File: src/rtl/bank_arbiter_pkg.sv
// -----------------------------------------------------------------------------
// bank_arbiter_pkg
// Shared parameters and types for the banked memory arbiter.
//   DEFAULT_REQUESTERS  number of requester ports
//   DEFAULT_BANKS       total banks in the memory system
//   DEFAULT_DATA_WIDTH  data word width
//   DEFAULT_ADDR_WIDTH  global address width
//   DEFAULT_BANK_SIZE   words per bank (address space split evenly over banks)
//   bank_req_t          one requester's access: we, addr, wdata
//   idx_width()         index width for an N-entry vector (at least 1 bit)
// -----------------------------------------------------------------------------
package bank_arbiter_pkg;

   localparam int DEFAULT_REQUESTERS = 6;
   localparam int DEFAULT_BANKS      = 6;
   localparam int DEFAULT_DATA_WIDTH = 17;
   localparam int DEFAULT_ADDR_WIDTH = 17;
   // 2**17 / 6 = 21845 words per bank; the few words above BANKS*BANK_SIZE
   // belong to no bank and are never acknowledged.
   localparam int DEFAULT_BANK_SIZE  = (1 << DEFAULT_ADDR_WIDTH) / DEFAULT_BANKS;

   typedef struct packed {
      logic                          we;
      logic [DEFAULT_ADDR_WIDTH-1:0] addr;
      logic [DEFAULT_DATA_WIDTH-1:0] wdata;
   } bank_req_t;

   function automatic int idx_width(input int n);
      return (n > 1) ? $clog2(n) : 1;
   endfunction

endpackage

File: src/rtl/bank_arbiter_if.sv
// -----------------------------------------------------------------------------
// bank_arbiter_if
// Requester-side and bank-side signals of one bank arbiter.
//   req_i/we_i/addr_i/wdata_i  per-requester access request (held until acked)
//   ack_o                      one-cycle grant acknowledge per requester
//   rvalid_o/rdata_o           one-hot read-data valid plus shared read data
//   mem_en_o/mem_we_o/mem_addr_o/mem_wdata_o/mem_rdata_i  bank port
// Handshake: a requester raises req_i with its we/addr/wdata and keeps them
// stable until the cycle in which ack_o for it is high; it may then drop req_i
// or present a new access from the following cycle on.
// Modports: slave = arbiter side, master = requesters + memory side.
// -----------------------------------------------------------------------------
interface bank_arbiter_if
   import bank_arbiter_pkg::*;
#(
   parameter int REQUESTERS = DEFAULT_REQUESTERS,
   parameter int DATA_WIDTH = DEFAULT_DATA_WIDTH,
   parameter int ADDR_WIDTH = DEFAULT_ADDR_WIDTH
);
   logic [REQUESTERS-1:0]                 req_i;
   logic [REQUESTERS-1:0]                 we_i;
   logic [REQUESTERS-1:0][ADDR_WIDTH-1:0] addr_i;
   logic [REQUESTERS-1:0][DATA_WIDTH-1:0] wdata_i;
   logic [REQUESTERS-1:0]                 ack_o;
   logic [REQUESTERS-1:0]                 rvalid_o;
   logic [DATA_WIDTH-1:0]                 rdata_o;
   logic                                  mem_en_o;
   logic                                  mem_we_o;
   logic [ADDR_WIDTH-1:0]                 mem_addr_o;
   logic [DATA_WIDTH-1:0]                 mem_wdata_o;
   logic [DATA_WIDTH-1:0]                 mem_rdata_i;

   modport slave (
      input  req_i, we_i, addr_i, wdata_i, mem_rdata_i,
      output ack_o, rvalid_o, rdata_o, mem_en_o, mem_we_o, mem_addr_o, mem_wdata_o
   );

   modport master (
      output req_i, we_i, addr_i, wdata_i, mem_rdata_i,
      input  ack_o, rvalid_o, rdata_o, mem_en_o, mem_we_o, mem_addr_o, mem_wdata_o
   );
endinterface

File: src/rtl/bank_arbiter_rr_arbiter.sv
// -----------------------------------------------------------------------------
// rr_arbiter
// Purely combinational round-robin pick: the first set bit of req found when
// scanning upward from index ptr (wrapping) wins.
//   req          request vector
//   ptr          scan start index (0..N-1)
//   grant        one-hot winner
//   grant_idx    winner index
//   grant_valid  any request present
// -----------------------------------------------------------------------------
module rr_arbiter
   import bank_arbiter_pkg::*;
#(
   parameter  int N     = DEFAULT_REQUESTERS,
   localparam int IDX_W = idx_width(N)
) (
   input  logic [N-1:0]     req,
   input  logic [IDX_W-1:0] ptr,
   output logic [N-1:0]     grant,
   output logic [IDX_W-1:0] grant_idx,
   output logic             grant_valid
);
   logic [IDX_W:0]   sum;
   logic [IDX_W-1:0] j;

   always_comb begin
      grant       = '0;
      grant_idx   = '0;
      grant_valid = 1'b0;
      sum         = '0;
      j           = '0;
      for (int k = 0; k < N; k++) begin
         // one extra bit so ptr + k cannot wrap before the modulo fix-up
         sum = {1'b0, ptr} + (IDX_W+1)'(k);
         if (sum >= (IDX_W+1)'(N)) begin
            sum = sum - (IDX_W+1)'(N);
         end
         j = sum[IDX_W-1:0];
         if (!grant_valid && req[j]) begin
            grant_valid = 1'b1;
            grant[j]    = 1'b1;
            grant_idx   = j;
         end
      end
   end
endmodule

File: src/rtl/bank_arbiter.sv
// -----------------------------------------------------------------------------
// bank_arbiter
// Arbitrates REQUESTERS ports onto the single port of bank BANK_ID. Only
// requests whose global address falls inside this bank are considered; the
// winner is acked one cycle after the grant together with the bank access,
// and read data returns one cycle later (bank read latency is one cycle).
//   clk, rst       clock, synchronous active-high reset
//   bus            bank_arbiter_if.slave (requester and bank signals)
//   conflict_cnt_o only when BANK_ARBITER_STATS_EN is defined: saturating
//                  count of cycles with two or more eligible requesters
// Build option: `define BANK_ARBITER_STATS_EN to add the conflict counter.
// -----------------------------------------------------------------------------
module bank_arbiter
   import bank_arbiter_pkg::*;
#(
   parameter int REQUESTERS = DEFAULT_REQUESTERS,
   parameter int BANKS      = DEFAULT_BANKS,
   parameter int BANK_ID    = 0,
   parameter int DATA_WIDTH = DEFAULT_DATA_WIDTH,
   parameter int ADDR_WIDTH = DEFAULT_ADDR_WIDTH,
   parameter int BANK_SIZE  = DEFAULT_BANK_SIZE
) (
   input  logic          clk,
   input  logic          rst,
   bank_arbiter_if.slave bus
`ifdef BANK_ARBITER_STATS_EN
   ,
   output logic [31:0]   conflict_cnt_o
`endif
);
   localparam int IDX_W = idx_width(REQUESTERS);

   // Bank window in ADDR_WIDTH+1 bits so the last bank's upper bound fits.
   localparam logic [ADDR_WIDTH:0] BASE  = (ADDR_WIDTH+1)'(BANK_ID * BANK_SIZE);
   localparam logic [ADDR_WIDTH:0] LIMIT = (ADDR_WIDTH+1)'((BANK_ID + 1) * BANK_SIZE);
   // An instance configured outside the bank set owns no addresses.
   localparam bit BANK_VALID = (BANK_ID < BANKS);

   logic [IDX_W-1:0]      ptr;
   logic [REQUESTERS-1:0] ack_q;
   logic [REQUESTERS-1:0] rvalid_q;
   logic                  mem_en_q;
   logic                  mem_we_q;
   logic [ADDR_WIDTH-1:0] mem_addr_q;
   logic [DATA_WIDTH-1:0] mem_wdata_q;

   logic [REQUESTERS-1:0] eligible;
   logic [ADDR_WIDTH:0]   addr_ext;
   logic [REQUESTERS-1:0] grant;
   logic [IDX_W-1:0]      grant_idx;
   logic                  grant_valid;
   logic [IDX_W-1:0]      next_ptr;
   logic                  sel_we;
   logic [ADDR_WIDTH-1:0] sel_addr;
   logic [DATA_WIDTH-1:0] sel_wdata;

   // A requester being acked this cycle is skipped, so its held request is
   // not granted twice; it becomes eligible again on the next cycle.
   always_comb begin
      eligible = '0;
      addr_ext = '0;
      for (int i = 0; i < REQUESTERS; i++) begin
         addr_ext    = {1'b0, bus.addr_i[i]};
         eligible[i] = BANK_VALID && bus.req_i[i] && !ack_q[i] &&
                       (addr_ext >= BASE) && (addr_ext < LIMIT);
      end
   end

   rr_arbiter #(.N(REQUESTERS)) u_rr (
      .req         (eligible),
      .ptr         (ptr),
      .grant       (grant),
      .grant_idx   (grant_idx),
      .grant_valid (grant_valid)
   );

   assign next_ptr  = (grant_idx == IDX_W'(REQUESTERS - 1)) ? '0 : grant_idx + 1'b1;
   assign sel_we    = bus.we_i[grant_idx];
   assign sel_addr  = bus.addr_i[grant_idx] - BASE[ADDR_WIDTH-1:0];
   assign sel_wdata = bus.wdata_i[grant_idx];

   always_ff @(posedge clk) begin
      if (rst) begin
         ptr         <= '0;
         ack_q       <= '0;
         rvalid_q    <= '0;
         mem_en_q    <= 1'b0;
         mem_we_q    <= 1'b0;
         mem_addr_q  <= '0;
         mem_wdata_q <= '0;
      end else begin
         ack_q       <= grant;
         mem_en_q    <= grant_valid;
         mem_we_q    <= grant_valid & sel_we;
         mem_addr_q  <= grant_valid ? sel_addr  : '0;
         mem_wdata_q <= grant_valid ? sel_wdata : '0;
         // the bank returns data one cycle after a read access; ack_q still
         // names the requester that issued it
         rvalid_q    <= (mem_en_q && !mem_we_q) ? ack_q : '0;
         if (grant_valid) begin
            ptr <= next_ptr;
         end
      end
   end

   assign bus.ack_o       = ack_q;
   assign bus.rvalid_o    = rvalid_q;
   assign bus.rdata_o     = (|rvalid_q) ? bus.mem_rdata_i : '0;
   assign bus.mem_en_o    = mem_en_q;
   assign bus.mem_we_o    = mem_we_q;
   assign bus.mem_addr_o  = mem_addr_q;
   assign bus.mem_wdata_o = mem_wdata_q;

`ifdef BANK_ARBITER_STATS_EN
   logic [31:0] conflict_cnt_q;

   always_ff @(posedge clk) begin
      if (rst) begin
         conflict_cnt_q <= '0;
      end else if (($countones(eligible) >= 2) && (conflict_cnt_q != '1)) begin
         conflict_cnt_q <= conflict_cnt_q + 32'd1;
      end
   end

   assign conflict_cnt_o = conflict_cnt_q;
`endif

endmodule

File: src/flat_wrapper.sv
// flat-port wrapper written by rule: the top's interface ports become plain ports
module bank_arbiter_flat import bank_arbiter_pkg::*;
#(
   parameter int REQUESTERS = DEFAULT_REQUESTERS,
   parameter int BANKS      = DEFAULT_BANKS,
   parameter int BANK_ID    = 0,
   parameter int DATA_WIDTH = DEFAULT_DATA_WIDTH,
   parameter int ADDR_WIDTH = DEFAULT_ADDR_WIDTH,
   parameter int BANK_SIZE  = DEFAULT_BANK_SIZE
)
  (clk, rst, bus_req_i, bus_we_i, bus_addr_i, bus_wdata_i, bus_mem_rdata_i, bus_ack_o, bus_rvalid_o, bus_rdata_o, bus_mem_en_o, bus_mem_we_o, bus_mem_addr_o, bus_mem_wdata_o);
  bank_arbiter_if #(.REQUESTERS(REQUESTERS), .DATA_WIDTH(DATA_WIDTH), .ADDR_WIDTH(ADDR_WIDTH)) bus_i ();
  input  logic clk;
  input  logic rst;
  input wire logic [$bits(bus_i.req_i)-1:0] bus_req_i;
  input wire logic [$bits(bus_i.we_i)-1:0] bus_we_i;
  input wire logic [$bits(bus_i.addr_i)-1:0] bus_addr_i;
  input wire logic [$bits(bus_i.wdata_i)-1:0] bus_wdata_i;
  input wire logic [$bits(bus_i.mem_rdata_i)-1:0] bus_mem_rdata_i;
  output wire logic [$bits(bus_i.ack_o)-1:0] bus_ack_o;
  output wire logic [$bits(bus_i.rvalid_o)-1:0] bus_rvalid_o;
  output wire logic [$bits(bus_i.rdata_o)-1:0] bus_rdata_o;
  output wire logic [$bits(bus_i.mem_en_o)-1:0] bus_mem_en_o;
  output wire logic [$bits(bus_i.mem_we_o)-1:0] bus_mem_we_o;
  output wire logic [$bits(bus_i.mem_addr_o)-1:0] bus_mem_addr_o;
  output wire logic [$bits(bus_i.mem_wdata_o)-1:0] bus_mem_wdata_o;
  assign bus_i.req_i = bus_req_i;
  assign bus_i.we_i = bus_we_i;
  assign bus_i.addr_i = bus_addr_i;
  assign bus_i.wdata_i = bus_wdata_i;
  assign bus_i.mem_rdata_i = bus_mem_rdata_i;
  assign bus_ack_o = bus_i.ack_o;
  assign bus_rvalid_o = bus_i.rvalid_o;
  assign bus_rdata_o = bus_i.rdata_o;
  assign bus_mem_en_o = bus_i.mem_en_o;
  assign bus_mem_we_o = bus_i.mem_we_o;
  assign bus_mem_addr_o = bus_i.mem_addr_o;
  assign bus_mem_wdata_o = bus_i.mem_wdata_o;
  bank_arbiter #(.REQUESTERS(REQUESTERS), .BANKS(BANKS), .BANK_ID(BANK_ID), .DATA_WIDTH(DATA_WIDTH), .ADDR_WIDTH(ADDR_WIDTH), .BANK_SIZE(BANK_SIZE)) u_core (.clk(clk), .rst(rst), .bus(bus_i));
endmodule
File: config.mk
export PLATFORM = sky130hd
export DESIGN_NAME = bank_arbiter_flat
export DESIGN_NICKNAME = d
export VERILOG_FILES = /design/src/rtl/bank_arbiter_pkg.sv /design/src/rtl/bank_arbiter_if.sv /design/src/rtl/bank_arbiter_rr_arbiter.sv /design/src/rtl/bank_arbiter.sv /design/src/flat_wrapper.sv
export SDC_FILE = /design/constraint.sdc
export NUM_CORES = 1
export LEC_CHECK = 0
export CAP_MARGIN = 20
export CORE_ASPECT_RATIO = 0.9
export CORE_MARGIN = 4
export CORE_UTILIZATION = 38
export CTS_CLUSTER_DIAMETER = 50
export CTS_CLUSTER_SIZE = 14
export DETAILED_ROUTE_END_ITERATION = 12
export HOLD_SLACK_MARGIN = 0.08
export PLACE_DENSITY_LB_ADDON = 0.2
export SLEW_MARGIN = 20
export SYNTH_ARGS = -nofsm -noshare
export SYNTH_HDL_FRONTEND = slang
export SYNTH_SLANG_ARGS = --single-unit
File: constraint.sdc
create_clock -name clk -period 6.2 [get_ports clk]
set_input_delay 1.24 -clock clk [delete_from_list [all_inputs] [get_ports clk]]
set_output_delay 1.24 -clock clk [all_outputs]
set_load 0.03 [all_outputs]
==> results of run 1 <==
[path summary, 6_finish.rpt]
path / slack (ns) / depth (start not counted) / start / end
min: 0.49 / 1 / u_core.bus.ack_o[0] / u_core.bus.rvalid_o[0]
min reg2reg: 0.49 / 1 / u_core.bus.ack_o[0] / u_core.bus.rvalid_o[0]
max reg2reg: 1.15 / 14 / u_core.ptr[0] / u_core.bus.mem_addr_o[13]
max: 0.70 / 14 / bus_addr_i[47] / u_core.bus.mem_addr_o[13]
[critical path: stages]
cell	delay, ns
clkdlybuf4s50_1	0.45
nor4bb_1	0.38
nand4_1	0.21
o2111a_1	0.30
a2111o_1	0.38
a32oi_4	0.35
nor3b_2	0.23
buf_4	0.20
a311oi_1	0.19
a311o_2	0.59
a21oi_4	0.21
buf_4	0.41
mux2i_1	0.43
o211ai_2	0.10
[kinds of logic after synthesis]
logic type	count (synthesis)	synth area share, %
other	1	0.0653
AND/OR/NAND/NOR	165	16.4
XOR/XNOR	5	0.893
multiplexers	37	6.44
flip-flops	51	17.8
AO/OA/AOI/OAI	343	47.5
buffers and inverters	117	9.04
adder cells (fa/ha/maj)	9	1.96
[layout make-up]
type	count	area share (%)
Clock buffer	6	1.54
Clock inverter	2	0.152
Inverter	45	1.87
Multi-Input combinational cell	561	47.2
Sequential cell	51	11.3
Tap cell	198	2.74
Timing Repair Buffer	322	35.2
[report_power, final]
group          switching, mW  internal (mW)
registers             0.0474          0.420
logic                   2.28           1.32
clock network          0.136          0.162
total                   2.46           1.91
[metrics by stage]
stage / setup slack (ns) / instances
after floorplan: 1.78 / 729
after global placement: 0.518 / 1177
after detailed placement: 0.476 / 1177
after CTS: 0.799 / 1185
after global routing: 0.499 / 1185
final: 0.703 / 1185
[Yosys cell counts, types with 3 or more instances]
master,count
inv_1,43
nor2_1,24
mux2i_1,37
nand2_1,22
o2bb2ai_1,36
dfxtp_1,51
nor4b_1,7
o21ai_0,53
nand4_1,7
a21o_1,13
nand4b_1,3
o211ai_1,76
a211o_1,35
and2_1,24
xor2_1,3
a21oi_1,11
ha_1,9
o21a_1,9
nor4bb_1,4
o211ai_2,29
a211oi_1,41
buf_2,7
clkbuf_1,57
buf_12,3
o22ai_1,4
and3_1,7
nor2b_1,4
nor3_1,7
nand3_1,38
[metal layers]
metal	global-route usage (%)	vias to the layer above
li1	-	3385
met1	37.8	3230
met2	44.8	380
met3	7.51	28
met4	5.63	0
met5	0	-
[state kept, by name, indices dropped and copies added, names as in the netlist]
register                flops
u_core.bus.mem_addr_o      17
u_core.bus.mem_wdata_o     17
u_core.bus.ack_o            6
u_core.bus.rvalid_o         6
u_core.ptr                  3
u_core.bus.mem_en_o         1
u_core.bus.mem_we_o         1
==> run metrics, run 1 <==
met2 routed WL=11.6 mm; number of max-cap violations=0; status=finished, final reports clean; Fmax achieved=around 0.18 GHz; clk_skew=about 0.009 ns; Max-slew headroom=a little under three fifths; Post-synth top flop=dfxtp_1; initial antenna violation count=0; critical path peak fanout=22; Multi-input gate area=approximately 4300 µm²; clock-pin slew on the worst setup and hold paths=approximately 0.08 ns; total CTS buffers=5; most common cell after layout, fill and taps aside=clkdlybuf4s50_1; Routed WL per cell=about 22 µm; fin crit share=~90%; fin. max-slew vios=0; Area contributors post-synth=dfxtp_1 18%, o211ai_1 9.9%, mux2i_1 6.4%; Crit Path Class=input port to flip-flop; Seq/Total Area, Yosys=roughly 18%; drt drc=0; Fill cells=1,340; Final Hold Vio Count=0; share of the synthesized area in the top cell type=between 10% and 20%; Crit path required time=6.38 ns; Non-Filler Cell Area, Final=approximately 9000 µm²; LEAKAGE=approximately 3.5 nW; layout cell share with drive strength beyond 1=about 8.0%; vias in the first global route=roughly 6,600; CTS resizes=0; CTS hold repair buffers=0; postcts setup bufs=0; Starting Density=38.9%; # diodes=0; drt via density=just under 6; Total Neg Setup Slack=0 ns; TritonCTS clock tree=yes; # IOs=300; CTS Sinks=slightly above 50; CP Capture Type=flip-flop; first-pass GRT wire length=~38 mm; synth warn=0; Area growth syn-to-layout=57.2%; metal3 WL=2.75 mm; RSZ-0062 raised after global routing=no; crit path time final=~5.5 ns; # setup viols final=0; core footprint=around 15,000 µm²; Max Root-Sink Buffers=2; latest clock arrival within the worst-skew pair=0.31 ns; FFs w/ async S/R, synth=0%; chip height=between 100 and 150 µm; pin count of the biggest net entering global routing=68; RD Place Congestion=roughly 0.97; Detailed Routing Iterations Pass 1=5; Peak VDD IR=477 µV; Startpoint Class=input port; FP Rows=42; Hold Path Class=flip-flop to flip-flop; Worst-Margin Slew=~0.66 ns; global-route usage over all layers=28.0%; GRT overflow=0; DRT Wirelength=25.6 mm; Final HPWL DP=between 20 and 25 mm; Seq cells post-synth=51; placed instance area=8880 µm²; post-synthesis cell count=roughly 730; most frequent cells in the layout=299 x clkdlybuf4s50_1, 76 x o211ai_1, 53 x o21ai_0; Synth cell types=between 70 and 80; width of the die=~140 µm; synthesized area=5750 µm²; WL met1=roughly 11 mm; CTS root buffer=clkbuf_16; post-layout util=between 60 and 70%; Synth Area per Inst=just under 8 µm²; Critical Path AT=around 5.7 ns; Top Layer Used=met4; Hold Slack=0.495 ns; Pwr Density=484 nW/µm²; Port-buffer cells=approximately 300; area leader, netlist=dfxtp_1; Die Area=17,200 µm²; via count=~7,000; Final #Nets=around 1,200; DR iter-0 viols=612; Final ANT Viol Nets=0; H-tree depth=2; number of flops mapped to enable cells by yosys=0; Overall Power=between 4 and 5 mW; FF/Latch Area=1020 µm²
(Power assumes the default switching activity.)
==> run 2: changes to the inputs <==
Settings changed: REMOVE_ABC_BUFFERS set to 1.
==> run 2 against run 1 <==
Compared with the run above:
- routed wire length barely moved
- final cell count rose by 0.51%
- clock skew is 0.0048 ns lower
- clock-buffer cell count down 1
- largest power group unchanged
- largest cell class unchanged
- power increased by 0.94%
- worst setup slack worse by 0.026 ns
- worst hold slack gained 0.0013 ns
- combinational power about the same
- first-iteration DRC count rose by 5.1%
- critical endpoint is now u_core.bus.mem_addr_o[6]
==> run metrics, run 2 (synthesis results as in run 1) <==
post-route insts no fill=1,191 (+0.51%); pin count of the biggest net entering global routing=57 (-16%); Startpoint Class=input port; Overall Power=4.41 mW (+0.94%); Port-buffer cells=299 (unchanged); Final #Nets=1,236 (+0.49%); first-pass GRT wire length=38.6 mm (+2.6%); CTS root buffer=clkbuf_16; Fill cells=1,312 (-2.1%); Crit path required time=6.39 ns (about the same); Multi-input gate area=4260 µm² (-0.18%); most common cell after layout, fill and taps aside=clkdlybuf4s50_1; CTS Sinks=51 (unchanged); Detailed Routing Iterations Pass 1=5 (unchanged); CTS hold repair buffers=0 (unchanged); latest clock arrival within the worst-skew pair=0.31 ns (about the same); Worst-Margin Slew=0.854 ns (+0.198 ns); vias in the first global route=6,938 (+4.4%); critical path peak fanout=18 (-18%); status=finished, final reports clean; Fmax achieved=0.181 GHz (-0.48%); total CTS buffers=5 (unchanged); LEAKAGE=3.49 nW (+1.0%); CTS resizes=0 (unchanged); DRT Wirelength=25.6 mm (about the same); H-tree depth=2 (unchanged); CP Capture Type=flip-flop; RSZ-0062 raised after global routing=no; layout cell share with drive strength beyond 1=8.47% (+0.46 points); Starting Density=38.9% (unchanged); FP Rows=42 (unchanged); crit path time final=5.52 ns (+0.0264 ns); Peak VDD IR=444 µV (-7.0%); global-route usage over all layers=28.4% (+0.40 points); initial antenna violation count=1 (+1); # setup viols final=0 (unchanged); Final ANT Viol Nets=0 (unchanged); width of the die=138 µm (unchanged); Die Area=17,200 µm² (unchanged); Worst R2R Setup Slack=1.40 ns (+0.25 ns); Max Root-Sink Buffers=2 (unchanged); fin crit share=89.1% (+0.43 points); FF/Latch Area=1020 µm² (unchanged); Hold Path Class=flip-flop to flip-flop; drt via density=6.07 (+2.4%); chip height=125 µm (unchanged); Crit Path Class=input port to flip-flop; Area growth syn-to-layout=58.5%; Critical Path AT=5.71 ns (+0.03 ns); clock-pin slew on the worst setup and hold paths=0.07 ns (about the same); core footprint=14,800 µm² (unchanged); most frequent cells in the layout=299 x clkdlybuf4s50_1, 76 x o211ai_1, 53 x o21ai_0; Final HPWL DP=19.8 mm (-1.2%); CP bufs+invs=3 (unchanged); Top delay family on crit path=compound AO/OA/AOI/OAI gates; drt drc=0 (unchanged); fin. max-slew vios=0 (unchanged); via count=7,231 (+3.0%); RD Place Congestion=0.992 (+2.3%); number of max-cap violations=0 (unchanged); Max stage delay cell, worst path=nor4bb_1; postcts setup bufs=0 (unchanged); crit-path cells=clkdlybuf4s50_1 -> nor4bb_1 -> nand4_1 -> o2111ai_1 -> o211ai_1 -> a32oi_4 -> nor3b_2 -> buf_4 -> a311oi_1 -> a311o_2 -> a21oi_4 -> buf_4 -> mux2i_1 -> o211ai_2; CP most frequent cell=buf_4; GRT overflow=0 (unchanged); TritonCTS clock tree=yes; # IOs=300 (unchanged); Final Hold Vio Count=0 (unchanged); Cell Count Post-Placement=1,183 (+0.51%); Max-slew headroom=42.3% (-14 points); Pwr Density=484 nW/µm² (+0.11%); Routed WL per cell=21.5 µm (-0.42%); post-layout util=61.7% (+0.51 points); Worst path max stage delay=0.61 ns (+0.02 ns); clk_skew=0.00445 ns (-0.00478 ns); DR iter-0 viols=643 (+5.1%)
run 2: report_power, final:
| group | total, mW | internal [mW] | switching [mW] | leakage, nW |
|---|---|---|---|---|
| combinational | 3.62 | 1.38 | 2.23 | 2.99 |
| clock | 0.329 | 0.189 | 0.140 | 0.0759 |
| sequential | 0.467 | 0.420 | 0.0473 | 0.418 |
run 2: area by class of cell:
cell class | instances | share of cell area (%)
Multi-Input combinational cell | 561 | 46.7
Clock buffer | 5 | 1.37
Sequential cell | 51 | 11.2
Inverter | 45 | 1.85
Clock inverter | 2 | 0.412
Antenna cell | 1 | 0.0275
Timing Repair Buffer | 328 | 35.7
Tap cell | 198 | 2.72
run 2: path summary, 6_finish.rpt:
| kind | start | end | depth (start not counted) |
|---|---|---|---|
| worst min register to register | u_core.bus.ack_o[5] | u_core.bus.rvalid_o[5] | 1 |
| worst max-delay path | bus_addr_i[23] | u_core.bus.mem_addr_o[6] | 14 |
| worst max register to register | u_core.ptr[0] | u_core.bus.mem_addr_o[6] | 14 |
| worst min-delay path | u_core.bus.ack_o[5] | u_core.bus.rvalid_o[5] | 1 |
run 2: through the flow:
step	TNS (ns)	setup slack (ns)	cell area, µm²	hold WS [ns]
5_1_grt	0	0.539	9110	0.514
3_3_place_gp	0	0.574	8940	0.488
6_report	0	0.676	9110	0.496
4_1_cts	0	0.838	9100	0.497
3_5_place_dp	0	0.525	8940	0.482
2_1_floorplan	-64.36	-1.86	5400	0.572
run 2: worst reg2reg max path, cell delays in order (launching register included):
cell	delay, ns
dfxtp_1	0.54
clkinv_1	0.16
ha_1	0.59
o21ai_0	0.17
a21oi_1	0.45
nor2b_1	0.19
a32oi_4	0.35
nor3b_2	0.41
buf_4	0.22
a311oi_1	0.16
a311o_2	0.51
a21oi_4	0.18
buf_4	0.33
mux2i_1	0.33
o211ai_2	0.10
run 2: layer usage:
layer | global-route usage, % | up-vias | share of wire, % | routed length [µm]
met3 | 6.38 | 54 | 10 | 2630
met2 | 45.3 | 391 | 46 | 11700
met5 | 0 | - | 0 | 0
li1 | - | 3392 | - | -
met1 | 36.9 | 3394 | 41 | 10400
met4 | 11.2 | 0 | 3.4 | 877
==> run 3: changes to the inputs <==
Settings changed: SKIP_CTS_REPAIR_TIMING set to 1.
==> results of run 3 <==
Final layout, timing and power as in run 2 (identical DEF).
